==> config.mk <==
export PLATFORM = sky130hd
export DESIGN_NAME = ret_rti_unstack
export DESIGN_NICKNAME = d
export VERILOG_FILES = /design/src/rtl/ret_rti_unstack_pkg.sv /design/src/rtl/ret_rti_unstack.sv
export SDC_FILE = /design/constraint.sdc
export NUM_CORES = 1
export LEC_CHECK = 0
export ABC_AREA = 1
export ABC_CLOCK_PERIOD_IN_PS = 3450
export CORE_UTILIZATION = 43
export DETAILED_ROUTE_END_ITERATION = 8
export PLACE_DENSITY_LB_ADDON = 0.2
export SLEW_MARGIN = 20
export SYNTH_ARGS = -nofsm -noshare
export SYNTH_HDL_FRONTEND = slang
export SYNTH_SLANG_ARGS = --single-unit
==> constraint.sdc <==
create_clock -name clk -period 3.45 [get_ports clk]
set_input_delay 0.69 -clock clk [delete_from_list [all_inputs] [get_ports clk]]
set_output_delay 0.69 -clock clk [all_outputs]
set_load 0.03 [all_outputs]
==> src/rtl/ret_rti_unstack_pkg.sv <==
// Shared processor definitions used by the RET/RTI unstack sequencer.
package ret_rti_unstack_pkg;

  localparam int STACK_W = 16;
  localparam int ADDR_W  = 32;
  localparam int CCR_W   = 3;

  // Unstack sequencer states.
  typedef enum logic [2:0] {
    ST_IDLE    = 3'd0,
    ST_POP_LO  = 3'd1,
    ST_POP_HI  = 3'd2,
    ST_POP_CCR = 3'd3,
    ST_FINISH  = 3'd4
  } unstack_state_e;

  // Which return instruction started the active sequence.
  typedef enum logic {
    KIND_RET = 1'b0,
    KIND_RTI = 1'b1
  } ret_kind_e;

endpackage

==> src/rtl/ret_rti_unstack.sv <==
// RET/RTI unstack sequencer: pops PC (and CCR for RTI) from the downward
// growing stack one 16-bit word per cycle, then loads PC/CCR/SP in one shot.
module ret_rti_unstack
  import ret_rti_unstack_pkg::*;
(
  input  logic              clk,
  input  logic              rst,
  input  logic              ret,
  input  logic              rti,
  input  logic [ADDR_W-1:0] sp_in,
  input  logic [STACK_W-1:0] mem_rdata,
  output logic              mem_re,
  output logic [ADDR_W-1:0] mem_addr,
  output logic [ADDR_W-1:0] pc_out,
  output logic              pc_we,
  output logic [CCR_W-1:0]  ccr_out,
  output logic              ccr_we,
  output logic [ADDR_W-1:0] sp_out,
  output logic              sp_we,
  output logic              busy
);

  unstack_state_e     state_q, state_d;
  ret_kind_e          kind_q;
  logic [ADDR_W-1:0]  sp_q;
  logic [ADDR_W-1:0]  pc_q;
  logic [CCR_W-1:0]   ccr_q;
  logic               trigger;

  // Triggers are only looked at while idle; anything during a sequence is dropped.
  assign trigger = (state_q == ST_IDLE) && (ret || rti);

  // State register.
  always_ff @(posedge clk or posedge rst) begin
    if (rst) begin
      state_q <= ST_IDLE;
    end else begin
      state_q <= state_d;
    end
  end

  // Next-state logic: RET skips the CCR pop.
  always_comb begin
    state_d = state_q;
    case (state_q)
      ST_IDLE:    if (ret || rti) state_d = ST_POP_LO;
      ST_POP_LO:  state_d = ST_POP_HI;
      ST_POP_HI:  state_d = (kind_q == KIND_RTI) ? ST_POP_CCR : ST_FINISH;
      ST_POP_CCR: state_d = ST_FINISH;
      ST_FINISH:  state_d = ST_IDLE;
      default:    state_d = ST_IDLE;
    endcase
  end

  // Datapath captures: read data arrives one cycle after its strobe.
  always_ff @(posedge clk or posedge rst) begin
    if (rst) begin
      sp_q   <= '0;
      pc_q   <= '0;
      ccr_q  <= '0;
      kind_q <= KIND_RET;
    end else begin
      case (state_q)
        ST_IDLE: begin
          if (trigger) begin
            sp_q   <= sp_in;
            kind_q <= rti ? KIND_RTI : KIND_RET;
          end
        end
        ST_POP_HI:  pc_q[STACK_W-1:0]      <= mem_rdata;
        ST_POP_CCR: pc_q[ADDR_W-1:STACK_W] <= mem_rdata;
        ST_FINISH: begin
          if (kind_q == KIND_RTI) begin
            ccr_q <= mem_rdata[CCR_W-1:0];
          end else begin
            pc_q[ADDR_W-1:STACK_W] <= mem_rdata;
          end
        end
        default: ;
      endcase
    end
  end

  // Outputs: everything is zero unless the current state drives it, so an
  // asynchronous reset clears all outputs immediately.
  always_comb begin
    mem_re   = 1'b0;
    mem_addr = '0;
    pc_out   = '0;
    pc_we    = 1'b0;
    ccr_out  = '0;
    ccr_we   = 1'b0;
    sp_out   = '0;
    sp_we    = 1'b0;
    busy     = (state_q != ST_IDLE);
    case (state_q)
      ST_POP_LO: begin
        mem_re   = 1'b1;
        mem_addr = sp_q + ADDR_W'(1);
      end
      ST_POP_HI: begin
        mem_re   = 1'b1;
        mem_addr = sp_q + ADDR_W'(2);
      end
      ST_POP_CCR: begin
        mem_re   = 1'b1;
        mem_addr = sp_q + ADDR_W'(3);
      end
      ST_FINISH: begin
        // The last popped word is still on mem_rdata; forward it so the
        // loads happen in this cycle rather than one later.
        pc_we = 1'b1;
        sp_we = 1'b1;
        if (kind_q == KIND_RTI) begin
          pc_out  = pc_q;
          ccr_out = mem_rdata[CCR_W-1:0];
          ccr_we  = 1'b1;
          sp_out  = sp_q + ADDR_W'(3);
        end else begin
          pc_out  = {mem_rdata, pc_q[STACK_W-1:0]};
          ccr_out = ccr_q;
          sp_out  = sp_q + ADDR_W'(2);
        end
      end
      default: ;
    endcase
  end

endmodule

==> results.py <==
metrics = {
    "final_layout": {
        "final_cell_area_mm2": 0.007914,
        "nets": 1160,
        "drive_gt1_share_pct": 14.35,
        "final_core_util_pct": 59.52,
        "final.fill_count": 1331,
        "final_common_cell": "nand2_1",
        "diodes": 0,
        "syn_to_final_growth_pct": 34.66,
        "mostFrequentLayoutCells": "267 x nand2_1, 168 x nand3_1, 100 x inv_1",
        "seqCellArea_mm2": 0.001778,
        "multi_input_area_mm2": 0.003547,
    },
    "worst_setup_path": {
        "r2r_slack_ns": 1.29,
        "worst_r2r_endpoint": "pc_q[25]",
        "rr_worst_depth": 7,
        "cp_max_fo": 7,
        "arrival_ns": 2.59,
        "critPathTopFamily": "simple AND/OR/NAND/NOR gates",
        "cpPeakStageDelay_ns": 0.45,
        "endpoint_kind": "output pin",
        "cp_cell_sequence": "inv_1 -> ha_1 -> nand2_1 -> nand2_1 -> nand2_1 -> nor2_2 -> xor2_1 -> nand2_1 -> nand3_1 -> clkdlybuf4s15_1",
        "cp_data_required_time_ns": 2.76,
        "worstSetupPathType": "register to output pin",
        "critPathSlowestCell": "dfrtp_1",
        "critical_path_buf_inv_count": 2,
        "path_common_cell": "nand2_1",
        "start_kind": "register",
        "r2r_start": "state_q[0]",
    },
    "die": {
        "pin_count": 156,
        "fp.dieH_um": 118.9,
        "core_mm2": 0.01330,
        "dieArea_mm2": 0.01414,
        "die_w_um": 118.9,
        "start_util_pct": 44.20,
        "rows": 42,
    },
    "routing": {
        "wl_um": 20370,
        "firstDrtPassIters": 5,
        "avgRoutedWirePerCell_um": 15.86,
        "drc": 0,
        "num_vias": 6926,
        "vias_per_cell": 5.394,
        "ant_nets": 0,
        "initialDrtViolationCount": 590,
    },
    "power": {
        "pwr_density_cell_mw_per_mm2": 1036,
        "p_int_w": 0.003756,
        "p_seq_share_pct": 20.8,
        "power_frac_comb_pct": 67.6,
        "p_clk_share_pct": 11.6,
        "switchingPower_w": 0.004444,
        "swShare_pct": 54.20,
        "ir_drop_mv": 0.6366,
        "power.leakage_nw": 3.706,
    },
    "yosys": {
        "synth-adder-area-share_pct": 0.8516,
        "synth_seq_area_share_pct": 30.23,
        "muxShareOfSynthArea_pct": 0.1916,
        "ys_types": 28,
        "syn-num-nets": 1012,
        "synth_compound_area_share_pct": 12.37,
        "synthCells": 956,
        "synth-simple-area-share_pct": 44.52,
        "synth.avg_cell_area_um2": 6.147,
        "synth_top_family_by_area": "simple AND/OR/NAND/NOR gates",
        "ys_ff_latch": 71,
        "syn_area_mm2": 0.005877,
        "yosysWarnings": 0,
        "yosys.area_share.xor_xnor_pct": 2.385,
    },
    "hold_path": {
        "min_to": "pc_q[2]",
        "min_path_type": "register to register",
        "hp-start": "pc_q[2]",
        "hold_path_depth": 2,
    },
    "placed_design": {
        "place_area_mm2": 0.007604,
        "port-buffer-count": 155,
        "gp_congestion": 0.9726,
        "hpwl_um": 15480,
    },
    "cts": {
        "ctsLongestPathBuffers": 2,
        "clk-insertion-delay-late_ns": 0.34,
        "clock_sinks": 71,
        "path_clk_slew_ns": 0.06,
        "holdBufCountCts": 0,
        "cts_tree": "built",
        "htreeDepth": 3,
        "clock-root-buffer": "clkbuf_16",
        "cts_made_buffers": 9,
    },
    "timing": {
        "slew_headroom_pct": 46.15,
        "tns_ns": 0,
        "setup_viol": 0,
        "fmaxAchievable_mhz": 304.8,
        "final_max_slew_viol_count": 0,
        "rsz0062_at_grt": "no",
        "hold_viol": 0,
        "period_needed_ns": 3.281,
        "max_slew.worst_pin.slew_ns": 0.8069,
        "skew_ns": 0.002669,
        "finalCritPeriodShare_pct": 95.10,
    },
    "global_routing": {
        "grt-busiest-layer": "met2",
        "antenna_found_initial": 0,
        "met1_usage_pct": 42.90,
        "grtUsageMet2_pct": 44.74,
        "grt.total_usage_pct": 29.40,
        "grt_first_pass_wirelength_um": 32800,
        "grt_pass1_vias": 6341,
        "grt_max_degree": 43,
        "overflow": 0,
        "globalRouteMet3Util_pct": 3.927,
    },
    "status": {
        "outcome": "completed",
    },
    "flow_run": {
        "drv_cap": 0,
    },
}
## cell usage after synthesis (all sizes together)
master / n / area [um^2]
o221ai: 4 / 35.03
buf: 18 / 101.3
nand4: 4 / 25.02
o21ai: 83 / 415.4
nor2: 128 / 625.6
o211ai: 2 / 15.01
nand2: 280 / 1089
or2: 5 / 31.28
o22ai: 9 / 56.30
ha: 4 / 50.05
a21oi: 41 / 205.2
dfrtp: 71 / 1777
mux2: 1 / 11.26
nand3: 168 / 840.8
inv: 104 / 390.4
clkbuf: 17 / 63.81
nor3: 1 / 5.000
xor2: 16 / 140.1
## power by group through the flow
| stage | Sequential, W | Combinational (W) | Clock, W |
|---|---|---|---|
| floorplan | 0.00151 | 0.00359 | 0 |
| global placement | 0.00169 | 0.00550 | 0 |
| finish | 0.00170 | 0.00555 | 0.000949 |
| CTS | 0.00169 | 0.00554 | 0.000961 |
| detailed placement | 0.00170 | 0.00552 | 0 |
| global route | 0.00176 | 0.00603 | 0.000997 |
## worst reg2reg max path, delay by kind of cell, from the launching register on
kind            cells  cell delay (ns)
compound gates      1             0.14
buf+inv             2             0.51
flops               1             0.41
simple gates        4             0.97
## cell families (layout without fill, tap and decap cells)
logic type | Yosys count | count (layout)
flops | 71 | 71
mux | 1 | 1
compound gates | 139 | 139
buf+inv | 139 | 291
simple gates | 586 | 586
fa+ha+maj | 4 | 4
xor+xnor | 16 | 16
## registers in the layout, summed over array words and instances (netlist names)
register and count:
pc_q 32, ccr_q 3, sp_q 32, kind_q 1
state_q 3
## layer usage
layer | share of wire [%] | vias up
li1 | - | 3387
met1 | 47 | 3230
met2 | 44 | 279
met3 | 7.0 | 30
met4 | 1.9 | 0
met5 | 0 | -
## layout make-up
type	instances	share of cell area [%]
Clock inverter	5	0.7431
Multi-Input combinational cell	746	44.82
Inverter	104	4.933
Tap cell	176	2.783
Sequential cell	71	22.47
Timing Repair Buffer	172	21.23
Clock buffer	10	3.020
## worst max path at each step
stage          startpoint           to  slack [ns]  cells after the start
2_1_floorplan     sp_q[1]    sp_out[9]        0.88                      6
3_5_place_dp      sp_q[1]  mem_addr[9]        0.20                     10
3_3_place_gp      sp_q[1]  mem_addr[9]        0.28                     10
6_report          sp_q[1]  mem_addr[9]        0.17                     10
5_1_grt           sp_q[1]  mem_addr[9]        0.01                     10
4_1_cts           sp_q[1]  mem_addr[7]        0.03                      7
## metrics by stage
| stage | std cells | setup WS (ns) | hold slack (ns) | total power (W) |
|---|---|---|---|---|
| floorplan | 956 | 0.8816 | 0.4530 | 0.005101 |
| global placement | 1269 | 0.2820 | 0.4665 | 0.007194 |
| detailed placement | 1269 | 0.2007 | 0.4767 | 0.007221 |
| CTS | 1284 | 0.02867 | 0.4899 | 0.008187 |
| global route | 1284 | 0.01344 | 0.5473 | 0.008790 |
| finish | 1284 | 0.1692 | 0.4917 | 0.008200 |
## repair_timing
action	CTS	global route
setup buffers	0	0
resized for setup	3	6
setup endpoints to repair	5	5
(Power assumes the default switching activity.)
==> variant, RTL diff (config.mk and constraints unchanged) <==
Re-encode `unstack_state_e` (5 states) as one-hot, 5 bits wide.
--- a/src/rtl/ret_rti_unstack_pkg.sv
+++ b/src/rtl/ret_rti_unstack_pkg.sv
@@ -6,12 +6,12 @@
   localparam int CCR_W   = 3;
 
   // Unstack sequencer states.
-  typedef enum logic [2:0] {
-    ST_IDLE    = 3'd0,
-    ST_POP_LO  = 3'd1,
-    ST_POP_HI  = 3'd2,
-    ST_POP_CCR = 3'd3,
-    ST_FINISH  = 3'd4
+  typedef enum logic [4:0] {
+    ST_IDLE    = 5'b00001,
+    ST_POP_LO  = 5'b00010,
+    ST_POP_HI  = 5'b00100,
+    ST_POP_CCR = 5'b01000,
+    ST_FINISH  = 5'b10000
   } unstack_state_e;
 
   // Which return instruction started the active sequence.
Check against the original RTL: same outputs for any inputs over 10 cycles, from zero or initial values and one cycle with rst high; not proved beyond that.
==> variant against the original RTL <==
Maximum frequency increased by 0.72%; register-to-register slack worse by 0.02 ns; core utilization shrank 0.51 points; sequential cell count increased by 2; synthesized area increased by 3.1%; setup slack gained 0.023 ns; design area is 3.1% higher; final cell count rose by 0.16%; routed wire length down 2.9%; non-clock buffer count grew 5; critical path depth unchanged; critical endpoint unchanged; largest cell class unchanged.
Power is not compared: it rests on default switching activity, and its combinational part moved more than twofold at a synthesized area within 25%.
==> variant: results (changes against the original RTL) <==
The flow ran to the end, and the final reports show no timing, DRC or antenna violations. The maximum number of pins on one net before global-route repair came to 74 (+72%). The arithmetic-cell share of the synthesized area counting full adders, half adders and majority gates came out at 0.8259% (-0.026 points). By area the synthesized netlist is led by sky130_fd_sc_hd__dfrtp_1 (30%), sky130_fd_sc_hd__nand2_1 (16%), sky130_fd_sc_hd__nand3_1 (14%), sky130_fd_sc_hd__o21ai_0 (8.5%), sky130_fd_sc_hd__inv_1 (7.1%). The final wirelength came out at 19.78 mm (-2.9%). The estimated wirelength of the detail-placed design came out at 14.40 mm (-7.0%). The number of distinct library cells after synthesis is 31 (+11%). The number of buffers outside the clock class in the layout came to 177 (+2.9%). The sequential area share after synthesis is 30.17% (-0.065 points). The flop-to-flop setup slack is 1.27 ns (-0.02 ns). The detailed router's first-iteration violation count is 726 (+23%).

The register area was 0.001829 mm2 (+2.9%). The worst hold path begins at pc_q[6]. The biggest fanout along the worst timing path is 5 (-2). The number of nets produced by synthesis is 1004 (-0.79%).

The clock buffer and inverter area fraction after layout is 3.910% (+0.15 points). The met2 track utilization from global routing came out at 41.24% (-3.5 points). The length in cells of the worst reg-to-reg path is 8 (+1). The met3 track utilization from global routing is 5.613% (+1.7 points). The layout cell share with drive strength beyond 1 was 14.20% (-0.15 points).

The global-route usage over all layers came out at 27.71% (-1.7 points). The largest registers in the layout are pc_q x32, sp_q x32, state_q x5. The multiplexer share of the synthesized area is 0.1858% (-0.0058 points). The filler cell count is 1327 (-0.30%). In this run the critical register-to-register path is launched from state_q[2].

The number of nets in the layout came to 1157 (-0.26%). The routability congestion estimate from global placement was 0.9583 (-1.5%). The clock skew after layout came out at 0.008608 ns (+0.005939 ns). The commonest cells after synthesis are sky130_fd_sc_hd__nand2_1 (266), sky130_fd_sc_hd__nand3_1 (171), sky130_fd_sc_hd__inv_1 (114), sky130_fd_sc_hd__o21ai_0 (103), sky130_fd_sc_hd__dfrtp_1 (72). The relative slew slack came to 64.58% (+18 points).

The global routing usage on met1 is 38.84% (-4.1 points).
variant: cell count changes after synthesis, moves of 3 or more:
cell | unedited run | this run
sky130_fd_sc_hd__nand3_1 | 168 | 171
sky130_fd_sc_hd__nand2_2 | 12 | 17
sky130_fd_sc_hd__o22ai_1 | 9 | 22
sky130_fd_sc_hd__nor2_4 | 13 | 24
sky130_fd_sc_hd__o21ai_0 | 78 | 103
sky130_fd_sc_hd__inv_1 | 101 | 114
sky130_fd_sc_hd__buf_2 | 9 | 15
sky130_fd_sc_hd__nor2_1 | 96 | 51
sky130_fd_sc_hd__a21oi_1 | 41 | 6
sky130_fd_sc_hd__o21ai_1 | 5 | 1
sky130_fd_sc_hd__clkbuf_1 | 17 | 9
sky130_fd_sc_hd__buf_4 | 6 | 9
variant: repair_timing:
action	4_1_cts	5_1_grt
setup endpoints to repair	2	26
buffers inserted	0	3
gates resized for setup	2	26
cloned	0	0
pin swaps	0	1
variant: cells by family (layout without fill, tap and decap cells):
kind of cell | Yosys count | after routing
and+or+nand+nor | 563 | 563
adders and majority gates | 4 | 4
xor gates and xnor gates | 16 | 16
buffers and inverters | 151 | 309
muxes | 1 | 1
AOI/OAI and AO/OA | 140 | 140
DFF | 73 | 73
variant: per-stage QoR:
stage | std cells | area (um2) | setup WS, ns
3_5_place_dp | 1267 | 7757 | 0.3449
2_1_floorplan | 948 | 6060 | 0.8723
3_3_place_gp | 1267 | 7757 | 0.4534
5_1_grt | 1286 | 8160 | 0.04999
6_report | 1286 | 8160 | 0.1927
4_1_cts | 1283 | 8074 | 0.003177
variant: power groups by stage:
stage               combinational, uW  clock (uW)  sequential (uW)
floorplan                        1770           0             1540
global placement                 2420           0             1690
detailed placement               2440           0             1700
CTS                              2450        1040             1690
global route                     2740        1070             1750
finish                           2460        1030             1710
